--- config.mk ---
export PLATFORM = sky130hd
export DESIGN_NAME = sw_conditioner
export DESIGN_NICKNAME = d
export VERILOG_FILES = /design/src/rtl/fp_pkg.sv /design/src/rtl/sw_chan.sv /design/src/rtl/sw_conditioner.sv
export SDC_FILE = /design/constraint.sdc
export NUM_CORES = 1
export LEC_CHECK = 0
export CAP_MARGIN = 10
export CORE_MARGIN = 2
export CORE_UTILIZATION = 31
export DETAILED_ROUTE_END_ITERATION = 12
export PLACE_DENSITY_LB_ADDON = 0.12
export SLEW_MARGIN = 20
export SYNTH_ARGS = -nofsm -noshare
export SYNTH_HDL_FRONTEND = slang
export SYNTH_HIERARCHICAL = 1
export SYNTH_SLANG_ARGS = --single-unit
--- constraint.sdc ---
create_clock -name clk -period 3 [get_ports clk]
set_clock_uncertainty 0.1 [all_clocks]
set_input_delay 0.45 -clock clk [delete_from_list [all_inputs] [get_ports clk]]
set_output_delay 0.45 -clock clk [all_outputs]
set_load 0.01 [all_outputs]
--- src/rtl/fp_pkg.sv ---
// Shared front-panel definitions: switch channel indices and the
// per-channel conditioner state encoding.
package fp_pkg;

  localparam int SW_CLEAR = 0;
  localparam int SW_EXTD  = 1;
  localparam int SW_ADDR  = 2;
  localparam int SW_DEP   = 3;
  localparam int SW_EXAM  = 4;
  localparam int SW_CONT  = 5;
  localparam int SW_DSEL  = 6;
  localparam int SW_SSTEP = 7;
  localparam int SW_HALT  = 8;

  typedef enum logic [1:0] {
    ST_IDLE       = 2'd0,
    ST_PRESS_WAIT = 2'd1,
    ST_ON         = 2'd2,
    ST_REL_WAIT   = 2'd3
  } sw_state_t;

  function automatic int max_int(input int a, input int b);
    return (a > b) ? a : b;
  endfunction

endpackage

--- src/rtl/sw_chan.sv ---
// One switch channel: 2-flop synchroniser, debounce FSM, optional auto-repeat.
module sw_chan
  import fp_pkg::*;
#(
  parameter int DEBOUNCE   = 500000,
  parameter bit RPT_EN     = 1'b0,
  parameter int RPT_DELAY  = 25000000,
  parameter int RPT_PERIOD = 5000000
) (
  input  logic clk,
  input  logic reset,
  input  logic sw_raw,
  output logic sw_level,
  output logic sw_pulse
);

  localparam int CNT_W = max_int(1, $clog2(DEBOUNCE));
  localparam int RPT_W = max_int(1, $clog2(max_int(RPT_DELAY, RPT_PERIOD)));

  localparam logic [CNT_W-1:0] CNT_LAST   = CNT_W'(DEBOUNCE - 1);
  localparam logic [RPT_W-1:0] DELAY_LAST = RPT_W'(RPT_DELAY - 1);
  localparam logic [RPT_W-1:0] PER_LAST   = RPT_W'(RPT_PERIOD - 1);

  logic             s1;
  logic             s2;
  sw_state_t        state;
  logic [CNT_W-1:0] cnt;
  logic [RPT_W-1:0] rpt_cnt;
  logic             rpt_seen;

  // Synchronise the raw input, then debounce and generate press/repeat pulses.
  always_ff @(posedge clk) begin
    if (reset) begin
      s1       <= 1'b0;
      s2       <= 1'b0;
      state    <= ST_IDLE;
      cnt      <= '0;
      rpt_cnt  <= '0;
      rpt_seen <= 1'b0;
      sw_level <= 1'b0;
      sw_pulse <= 1'b0;
    end else begin
      s1       <= sw_raw;
      s2       <= s1;
      sw_pulse <= 1'b0;
      case (state)
        ST_IDLE: begin
          if (s2) begin
            state <= ST_PRESS_WAIT;
            cnt   <= CNT_W'(1);
          end
        end
        ST_PRESS_WAIT: begin
          if (!s2) begin
            state <= ST_IDLE;
            cnt   <= '0;
          end else if (cnt == CNT_LAST) begin
            state    <= ST_ON;
            sw_level <= 1'b1;
            sw_pulse <= 1'b1;
            rpt_cnt  <= '0;
            rpt_seen <= 1'b0;
          end else begin
            cnt <= cnt + 1'b1;
          end
        end
        ST_ON: begin
          if (!s2) begin
            state <= ST_REL_WAIT;
            cnt   <= CNT_W'(1);
          end else if (RPT_EN) begin
            // rpt_seen selects the initial delay vs. the steady repeat period
            if (rpt_cnt == (rpt_seen ? PER_LAST : DELAY_LAST)) begin
              sw_pulse <= 1'b1;
              rpt_cnt  <= '0;
              rpt_seen <= 1'b1;
            end else begin
              rpt_cnt <= rpt_cnt + 1'b1;
            end
          end
        end
        ST_REL_WAIT: begin
          if (s2) begin
            state    <= ST_ON;
            rpt_cnt  <= '0;
            rpt_seen <= 1'b0;
          end else if (cnt == CNT_LAST) begin
            state    <= ST_IDLE;
            sw_level <= 1'b0;
            cnt      <= '0;
          end else begin
            cnt <= cnt + 1'b1;
          end
        end
        default: begin
          state <= ST_IDLE;
          cnt   <= '0;
        end
      endcase
    end
  end

endmodule

--- src/rtl/sw_conditioner.sv ---
// Front-panel switch conditioner: one independent sw_chan per switch plus
// a combined activity flag.
module sw_conditioner
  import fp_pkg::*;
#(
  parameter int              N_SW       = 9,
  parameter int              DEBOUNCE   = 500000,
  parameter logic [N_SW-1:0] RPT_MASK   = 9'b000011000,
  parameter int              RPT_DELAY  = 25000000,
  parameter int              RPT_PERIOD = 5000000
) (
  input  logic            clk,
  input  logic            reset,
  input  logic [N_SW-1:0] sw_raw,
  output logic [N_SW-1:0] sw_level,
  output logic [N_SW-1:0] sw_pulse,
  output logic            any_active
);

  for (genvar i = 0; i < N_SW; i++) begin : g_chan
    sw_chan #(
      .DEBOUNCE  (DEBOUNCE),
      .RPT_EN    (RPT_MASK[i]),
      .RPT_DELAY (RPT_DELAY),
      .RPT_PERIOD(RPT_PERIOD)
    ) u_chan (
      .clk     (clk),
      .reset   (reset),
      .sw_raw  (sw_raw[i]),
      .sw_level(sw_level[i]),
      .sw_pulse(sw_pulse[i])
    );
  end

  // Busy indication from the registered levels.
  always_comb begin
    any_active = |sw_level;
  end

endmodule
# After elaboration in Yosys (flattened, before gate mapping)
# Cells that the tools add are included.
dict set report totals {
  ff_bits 277
  in_bits 11
  word_cells 479
}
dict set report classes {
  n_addsub 11
  n_eq_ne 125
  mux 212
  bitwise 14
  reduce_logical 59
}
# op n
set op_table {}
lappend op_table {{$mux W19} 54}
lappend op_table {{$pmux W19 S4} 9}
lappend op_table {{$mux W25} 12}
lappend op_table {{$add A19 B1 Y19 const B} 9}
lappend op_table {{$eq A19 B19 Y1 const B} 9}
lappend op_table {{$pmux W25 S3} 2}
lappend op_table {{$mux W2} 54}
lappend op_table {{$ne A2 B1 Y1 const B} 42}
lappend op_table {{$pmux W2 S4} 9}
lappend op_table {{$reduce_and A4 Y1} 18}
lappend op_table {{$mux W1} 59}
lappend op_table {{$reduce_and A5 Y1} 11}
lappend op_table {{$ne A3 B3 Y1 const B} 18}
lappend op_table {{$add A25 B1 Y25 const B} 2}
lappend op_table {{$eq A25 B25 Y1} 2}
lappend op_table {{$eq A2 B2 Y1 const B} 18}
lappend op_table {{$ne A2 B2 Y1 const B} 18}
lappend op_table {{$ne A3 B1 Y1 const B} 9}
lappend op_table {{$pmux W1 S2} 11}
lappend op_table {{$reduce_or A3 Y1} 7}
lappend op_table {{$eq A2 B1 Y1 const B} 9}
lappend op_table {{$logic_not A2 Y1} 9}
lappend op_table {{$reduce_bool A2 Y1} 9}
lappend op_table {{$not A1 Y1} 14}
lappend op_table {{4 further kinds} 7}

# Depth between registers and ports, before layout
# Gate-level depths: netlist (run 1).
dict set report depth {
  depth_word 5
  mapped_depth 11
  ltp_nobuf 7
}

# Cells and area by module
# The synthesis (run 1) kept the hierarchy.
# mod n_inst cells_each area_each_um2
set modules_own_cells {}
lappend modules_own_cells {{sw_chan at g_chan[3].u_chan ...} 2 330 2786.4}
lappend modules_own_cells {{sw_chan at g_chan[0].u_chan ...} 4 160 1343.8}
lappend modules_own_cells {{sw_chan at g_chan[6].u_chan ...} 3 176 1486.4}
lappend modules_own_cells {sw_conditioner 1 4 20.0}

# Least setup slack after synthesis (run 1)
# OpenSTA, ideal clock, no wires.
dict set report synth_timing {
  path_kind {flip-flop to flip-flop}
  from {reg g_chan[3].u_chan.state[0]}
  to {reg g_chan[3].u_chan.rpt_cnt[0]}
  setup_time_ns 0.136
  arrival_ns 2.381
  required_ns 2.764
  slack_ns 0.383
  path_stages_with_launch 11
  cell_sequence {dfxtp_1 -> inv_1 -> ha_1 -> or3_1 -> a221o_1 -> or2_1 -> buf_2 -> buf_6 -> a21oi_2 -> buf_2 -> nor3_1}
}
dict set report synth_via {
  elab_chain_len 3
  word_cells_on_any_way 10
  cone_classes {eq/ne: 7; mux: 1; reduce/logical: 2}
}
# element line
set synth_rtl {}
lappend synth_rtl {{start, declared} sw_chan.sv:26} ;# sw_state_t state;
lappend synth_rtl {{start signal, assigned} sw_chan.sv:36} ;# state <= ST_IDLE;
lappend synth_rtl {{start signal, assigned} sw_chan.sv:49} ;# state <= ST_PRESS_WAIT;
lappend synth_rtl {{start signal, assigned} sw_chan.sv:55} ;# state <= ST_IDLE;
lappend synth_rtl {{$eq A2 B2 Y1 or $eq A2 B1 Y1 (tied branches)} sw_chan.sv:46} ;# case (state)
lappend synth_rtl {{$ne A2 B1 Y1 (no source line) or $reduce_bool A3 Y1 (tied branches)} -}
lappend synth_rtl {{$reduce_and A5 Y1 (no source line)} -}
lappend synth_rtl {{end signal, assigned} sw_chan.sv:78} ;# rpt_cnt <= rpt_cnt + 1'b1;
lappend synth_rtl {{end, declared} sw_chan.sv:28} ;# logic [RPT_W-1:0] rpt_cnt;
# Parallel ways exist; a longest one is shown, timed or not.
# A chain may end at the register's enable or synchronous reset.

# Worst setup path after layout (run 1)
dict set report layout_timing {
  from {reg g_chan[3].u_chan.state[0]}
  to {reg g_chan[3].u_chan.rpt_cnt[17]}
}
# The elaborated chain is that of the path after synthesis.

==> summary.md, run 1 <==
| Metric | Value |
|---|---|
| Ys async rst share | 0% |
| Reg power frac | between 40% and 50% |
| Router iterations before antenna repair | 5 |
| MaxCap Viol Count | 0 |
| Clock power share | 47.2% |
| Site row count | approximately 80 |
| Rel. slew slack | between 40% and 50% |
| Maximum vdd drop | ~0.33 mV |
| Fin. Hold Viols | 0 |
| Mapped Area | roughly 0.015 mm^2 |
| R2r setup slk | ~0.15 ns |
| Design area | 0.0175 mm^2 |
| P per Cell Area | 550 mW/mm^2 |
| Dpl cell area | about 0.016 mm^2 |
| Final worst slack | about 0.15 ns |
| Ys Warns | 6 |
| All-Layer GR Usage | 14.8% |
| Critical Path Fanout Max | 14 |
| Via Count | 13400 |
| Initial antenna violation count | 0 |
| Max Freq | about 0.35 GHz |
| R2R depth | 8 |
| CTS resizes | 0 |
| P_sw | between 2 and 3 mW |
| Capturing point of the worst reg2reg path | g_chan[3].u_chan/rpt_cnt[17] |
| Gp weighted congestion | roughly 0.8 |
| CP arrival | 3.22 ns |
| Synth cell types | 79 |
| 1st-iter DRT viols | ~850 |
| NumNets Final | 1860 |
| TritonCTS clock tree | built |
| Slew @ Worst Pin | between 0.7 and 0.8 ns |
| H-tree levels | 2 |
| Remaining antenna violation count | 0 |
| Final core utilization | between 30% and 40% |
| Unrepaired setup endpoints after global routing | no |
| Top_reg_cell synth | dfxtp_1 |
| Pre-CTS WS | roughly 0.16 ns |
| Vias in the first global route | between 10000 and 15000 |
| Period minus WS final | roughly 2.8 ns |
| Synthesized flop and latch total | 277 |
| LEAKAGE | slightly below 6 nW |
| Diode count | 0 |
| Min Hold Slack | between 0.2 and 0.3 ns |
| Sink Count | approximately 280 |
| Post-Synthesis Cells | approximately 1800 |
| Fill count | about 5100 |
| Global-route wire length before repair | approximately 64000 um |
| Remaining Overflow, GRT | 0 |
| Wire length per cell | approximately 15 um |
| Final TNS setup | 0 ns |
| Clock Path Buffers | 3 |
| Worst EP required | 3.37 ns |
| Area Overhead vs Synth | 13.7% |
| CTS root buffer | clkbuf_16 |
| Critical Path End Type | register |
| Placed cell count | ~2500 |
| Pin count of the biggest net entering global routing | 39 |
| Core Footprint | just under 0.05 mm^2 |
| Post-CTS setup buffer count | 0 |
| Total chip power | 9.66 mW |
| Mean Syn Cell Area | about 8.4 um^2 |
| Crit path launch type | register |
| Final worst-path cycle share | 94.9% |
| Final Slew Violations | 0 |
| Int Pwr | 7.03 mW |
| CP Launch Point | g_chan[3].u_chan/state[0] |
| Total CTS buffers | 38 |
| Hold Buf Count CTS | 0 |
| Sw Share | about 27% |
| Comb pwr share | between 10% and 20% |
| Syn_nets | 1862 |
| IO buf count | 29 |
| Vias/cell | around 5.3 |
| Non-filler cells, final | around 2500 |
| Seq/Total Area, Yosys | 35.9% |
| CTS clk-pin slew, worst paths | roughly 0.060 ns |
| Chip Width | approximately 230 um |
| CP Class | register to register |
| Status | finished, final reports clean |
| Layout cells sized above 1 | 10.1% |
| Die H | 227 um |
| Die area | roughly 0.052 mm^2 |
| Hpwl dp | 26200 um |
| DRT Wirelength | between 30000 and 40000 um |
| Final setup viols | 0 |
| Hold WC Path Type | input port to register |
| IO Pins | 30 |
| Starting Density | a little under a third |
| Worst R2R Start | g_chan[3].u_chan/state[0] |
| Clock latency at the later pin of the worst-skew pair | 0.55 ns |
| Hold Crit Start | reset |
| Critical path endpoint | g_chan[3].u_chan/rpt_cnt[17] |
| Residual DRC count | 0 |
| Post-synth EDFFs | 0 |
## logic make-up (layout without fill, tap and decap cells)
logic type | Yosys count | in the layout | share of synthesized area (%)
AOI/OAI and AO/OA | 378 | 378 | 17.0
xor gates and xnor gates | 106 | 106 | 6.02
adders and majority gates | 19 | 19 | 1.54
buffers and inverters | 148 | 174 | 4.69
DFF | 277 | 277 | 35.9
muxes | 15 | 15 | 1.01
and+or+nand+nor | 889 | 889 | 33.8
## power groups by stage
stage          clock network (mW)  registers (mW)  logic [mW]
6_report                     4.56            3.88        1.21
5_1_grt                      4.91            3.90        1.35
4_1_cts                      4.75            3.88        1.22
3_5_place_dp                    0            3.96        1.22
3_3_place_gp                    0            3.96        1.21
2_1_floorplan                   0            3.91       0.860
## area by class of cell
type / instances / area (um^2) / share of cell area, %
repair buffers: 62 / 548 / 3.12
flip-flops and latches: 277 / 5550 / 31.6
well taps: 664 / 831 / 4.74
clock inverters: 15 / 180 / 1.03
multi-input cells: 1407 / 9170 / 52.3
inverters: 44 / 165 / 0.942
clock buffers: 53 / 1100 / 6.26
## layout by cell type (no fill, tap or decap), types with 10 or more instances in the layout
cell type        netlist  final
a211oi_1              24     24
a21o_1                11     11
a21oi_1               95     95
a221o_1               26     26
a41oi_1               14     14
and2_1                45     45
and3_1                52     52
and4_1                29     29
buf_4                  3     33
clkbuf_16              0     39
clkdlybuf4s50_1        0     28
dfxtp_1              277    277
ha_1                  19     19
inv_1                 44     44
mux2i_1               11     11
nand2_1              133    133
nand3_1               96     96
nand4_1               66     66
nand4b_1              11     11
nor2_1               147    147
nor2b_1               26     26
nor3_1                63     63
nor3b_1               10     10
nor4_1                36     34
nor4b_1               10     10
o211ai_1              16     16
o21ai_0               74     74
o31ai_1               27     27
or3_1                 45     45
or4_1                 23     23
xnor2_1               55     55
xor2_1                51     51
## critical path, stage by stage (launching register included)
cell and delay [ns]:
dfxtp_1 0.41, inv_1 0.11, ha_1 0.22, or3_1 0.36, a221o_1 0.35, or2_1 0.41, buf_4 0.24, or3_1 0.35
a211oi_1 0.22
## flip-flops by register name (all words and copies together) (netlist names), named ones only
register / flops
g_chan.u_chan/cnt: 171
g_chan.u_chan/rpt_cnt: 50
g_chan.u_chan/rpt_seen: 2
g_chan.u_chan/s1: 9
g_chan.u_chan/s2: 9
g_chan.u_chan/state: 9
g_chan.u_chan/sw_level: 9
g_chan.u_chan/sw_pulse: 9
## cells in the mapped netlist, types with 11 or more instances
cell | instances | area (um^2)
a41oi_1 | 14 | 123
a21oi_1 | 95 | 475
nor3_1 | 63 | 315
ha_1 | 19 | 238
clkbuf_1 | 36 | 135
a211oi_1 | 24 | 180
xor2_1 | 51 | 447
or3_1 | 45 | 282
nor4_1 | 36 | 225
and2_1 | 45 | 282
nor2b_1 | 26 | 163
nand2_1 | 133 | 499
nand3_1 | 96 | 480
and3_1 | 52 | 325
dfxtp_1 | 277 | 5550
nor2_1 | 147 | 552
o21ai_0 | 74 | 370
o211ai_1 | 16 | 120
inv_1 | 44 | 165
buf_2 | 50 | 250
mux2i_1 | 11 | 110
nand4_1 | 66 | 413
nand4b_1 | 11 | 96.3
o31ai_1 | 27 | 203
a21o_1 | 11 | 82.6
or4_1 | 23 | 173
and4_1 | 29 | 254
xnor2_1 | 55 | 482
a221o_1 | 26 | 260
## metal layers
layer  GRT usage [%]  vias to the layer above  share of wire, %
met5               0                        -                 0
met2            23.2                      159                44
met1            20.5                     6369                50
met3            3.29                       44               4.2
met4            4.28                        0               1.8
li1                -                     6865                 -
## worst min path at each step
stage / end / slack, ns / depth (start not counted)
CTS: g_chan[8].u_chan/s2 / 0.24 / 2
detailed placement: g_chan[1].u_chan/s2 / 0.32 / 1
finish: g_chan[8].u_chan/s2 / 0.27 / 2
floorplan: g_chan[0].u_chan/s2 / 0.31 / 1
global placement: g_chan[1].u_chan/s2 / 0.32 / 1
global route: g_chan[6].u_chan/s2 / 0.28 / 2
Power figures use the tool's default switching activity.
==> run 2: changes to the inputs <==
==> constraint.sdc (replaced) <==
create_clock -name clk -period 3.04 [get_ports clk]
set_clock_uncertainty 0.1 [all_clocks]
set_input_delay 0.456 -clock clk [delete_from_list [all_inputs] [get_ports clk]]
set_output_delay 0.456 -clock clk [all_outputs]
set_load 0.01 [all_outputs]
==> summary.md, run 2 (same netlist as run 1, synthesis figures left out) <==
| Metric | Value |
|---|---|
| CP Class | register to register |
| DRT Wirelength | 38000 um |
| Worst path max stage delay | 0.44 ns |
| Remaining Overflow, GRT | 0 |
| Post-CTS setup buffer count | 0 |
| CP Depth | 8 |
| Chip Width | 227 um |
| CTS resizes | 0 |
| Worst EP required | 3.40 ns |
| Clock Path Buffers | 3 |
| Die H | approximately 230 um |
| Hold WC Path Type | input port to register |
| Starting Density | a little under a third |
| All-Layer GR Usage | roughly 15% |
| Die area | around 0.052 mm^2 |
| Final worst-path cycle share | between 90% and 100% |
| Buf/Inv on CP | 2 |
| Fill count | ~5100 |
| Most frequent CP cell | or3_1 |
| MaxCap Viol Count | 0 |
| Global-route wire length before repair | 64900 um |
| Initial antenna violation count | 0 |
| Site row count | 81 |
| CTS clk-pin slew, worst paths | around 0.06 ns |
| Largest registers | g_chan.u_chan/cnt x171, g_chan.u_chan/rpt_cnt x50 |
| Fin. Hold Viols | 0 |
| Hpwl dp | roughly 26000 um |
| Hold Buf Count CTS | 0 |
| 1st-iter DRT viols | ~750 |
| Critical Path Fanout Max | 17 |
| Max Freq | 0.351 GHz |
| Remaining antenna violation count | 0 |
| Design area | about 0.018 mm^2 |
| IO Pins | 30 |
| Area Overhead vs Synth | 13.5% |
| Unrepaired setup endpoints after global routing | no |
| Total CTS buffers | 37 |
| Gp weighted congestion | between 0.7 and 0.8 |
| Slew @ Worst Pin | 0.775 ns |
| R2R depth | 8 |
| Biggest register | g_chan.u_chan/cnt |
| TritonCTS clock tree | built |
| Dpl cell area | between 0.015 and 0.02 mm^2 |
| Final setup viols | 0 |
| Maximum vdd drop | between 0.3 and 0.4 mV |
| Most frequent cells in the layout | dfxtp_1 (277), nor2_1 (147), nand2_1 (133) |
| Crit path launch type | register |
| Sequence of cells on the critical path | inv_1 -> ha_1 -> or3_1 -> a221o_1 -> or2_2 -> buf_4 -> or3_1 -> a211oi_1 |
| Pin count of the biggest net entering global routing | 34 |
| Critical Path End Type | register |
| Via Count | ~13000 |
| NumNets Final | around 1900 |
| Wire length per cell | around 15 um |
| Final TNS setup | 0 ns |
| Vias/cell | 5.33 |
| IO buf count | 29 |
| CTS root buffer | clkbuf_16 |
| Max reg flops | about 170 |
| Core Footprint | between 0.04 and 0.05 mm^2 |
| Most common library cell in the layout ignoring fill and taps | dfxtp_1 |
| Critical path's top delay family | simple AND/OR/NAND/NOR gates |
| CP arrival | about 3.2 ns |
| Clock latency at the later pin of the worst-skew pair | roughly 0.54 ns |
| Residual DRC count | 0 |
| LEAKAGE | about 6 nW |
| Period minus WS final | around 2.9 ns |
| P per Cell Area | around 550 mW/mm^2 |
| Router iterations before antenna repair | 5 |
| Vias in the first global route | ~13000 |
| Hold-critical path depth | 2 |
| Min Hold Slack | roughly 0.26 ns |
| Diode count | 0 |
| Layout cells sized above 1 | around a tenth |
| Slowest CP cell | or2_2 |
| Rel. slew slack | 47.8% |
| Final Slew Violations | 0 |
| Final core utilization | between 30% and 40% |
| Sink Count | approximately 280 |
| Status | finished, final reports clean |
| H-tree levels | 2 |
## run 2: layout make-up
cell class	count	area [um^2]	area share, %
Timing Repair Buffer	58	518	2.96
Clock buffer	56	1140	6.51
Clock inverter	10	156	0.893
Multi-Input combinational cell	1407	9160	52.3
Inverter	44	165	0.943
Sequential cell	277	5550	31.7
Tap cell	664	831	4.74
## run 2: final timing paths
check	end	from	slack, ns
setup / recovery	g_chan[3].u_chan/rpt_cnt[9]	g_chan[3].u_chan/state[0]	0.19
hold reg to reg	g_chan[1].u_chan/s2	g_chan[1].u_chan/s1	0.33
setup reg to reg	g_chan[3].u_chan/rpt_cnt[9]	g_chan[3].u_chan/state[0]	0.19
hold / removal	g_chan[6].u_chan/s1	reset	0.26
## run 2: layer usage
metal	global-route usage [%]	wire, um
met1	20.9	19100
met2	23.4	16600
met3	2.85	1540
met4	4.53	762
met5	0	0
## run 2: metrics by stage
step,total power [mW],cells,worst slack [ns]
finish,9.62,2516,0.187
CTS,9.81,2516,0.124
detailed placement,5.09,2450,0.140
global placement,5.08,2450,0.230
global route,10.1,2516,0.0142
floorplan,4.71,1832,0.423
## run 2: where the power goes
group | internal [mW] | leakage [nW] | switching [mW] | total [mW]
registers | 3.72 | 2.24 | 0.114 | 3.83
clock network | 2.92 | 0.638 | 1.69 | 4.61
logic | 0.420 | 2.99 | 0.758 | 1.18
total | 7.06 | 5.86 | 2.57 | 9.62
## run 2: worst reg2reg max path, cell delays in order, from the launching register on
cell and delay [ns]:
dfxtp_1 0.40, inv_1 0.10, ha_1 0.21, or3_1 0.36, a221o_1 0.34, or2_2 0.45
buf_4 0.23, or3_1 0.34, a211oi_1 0.24
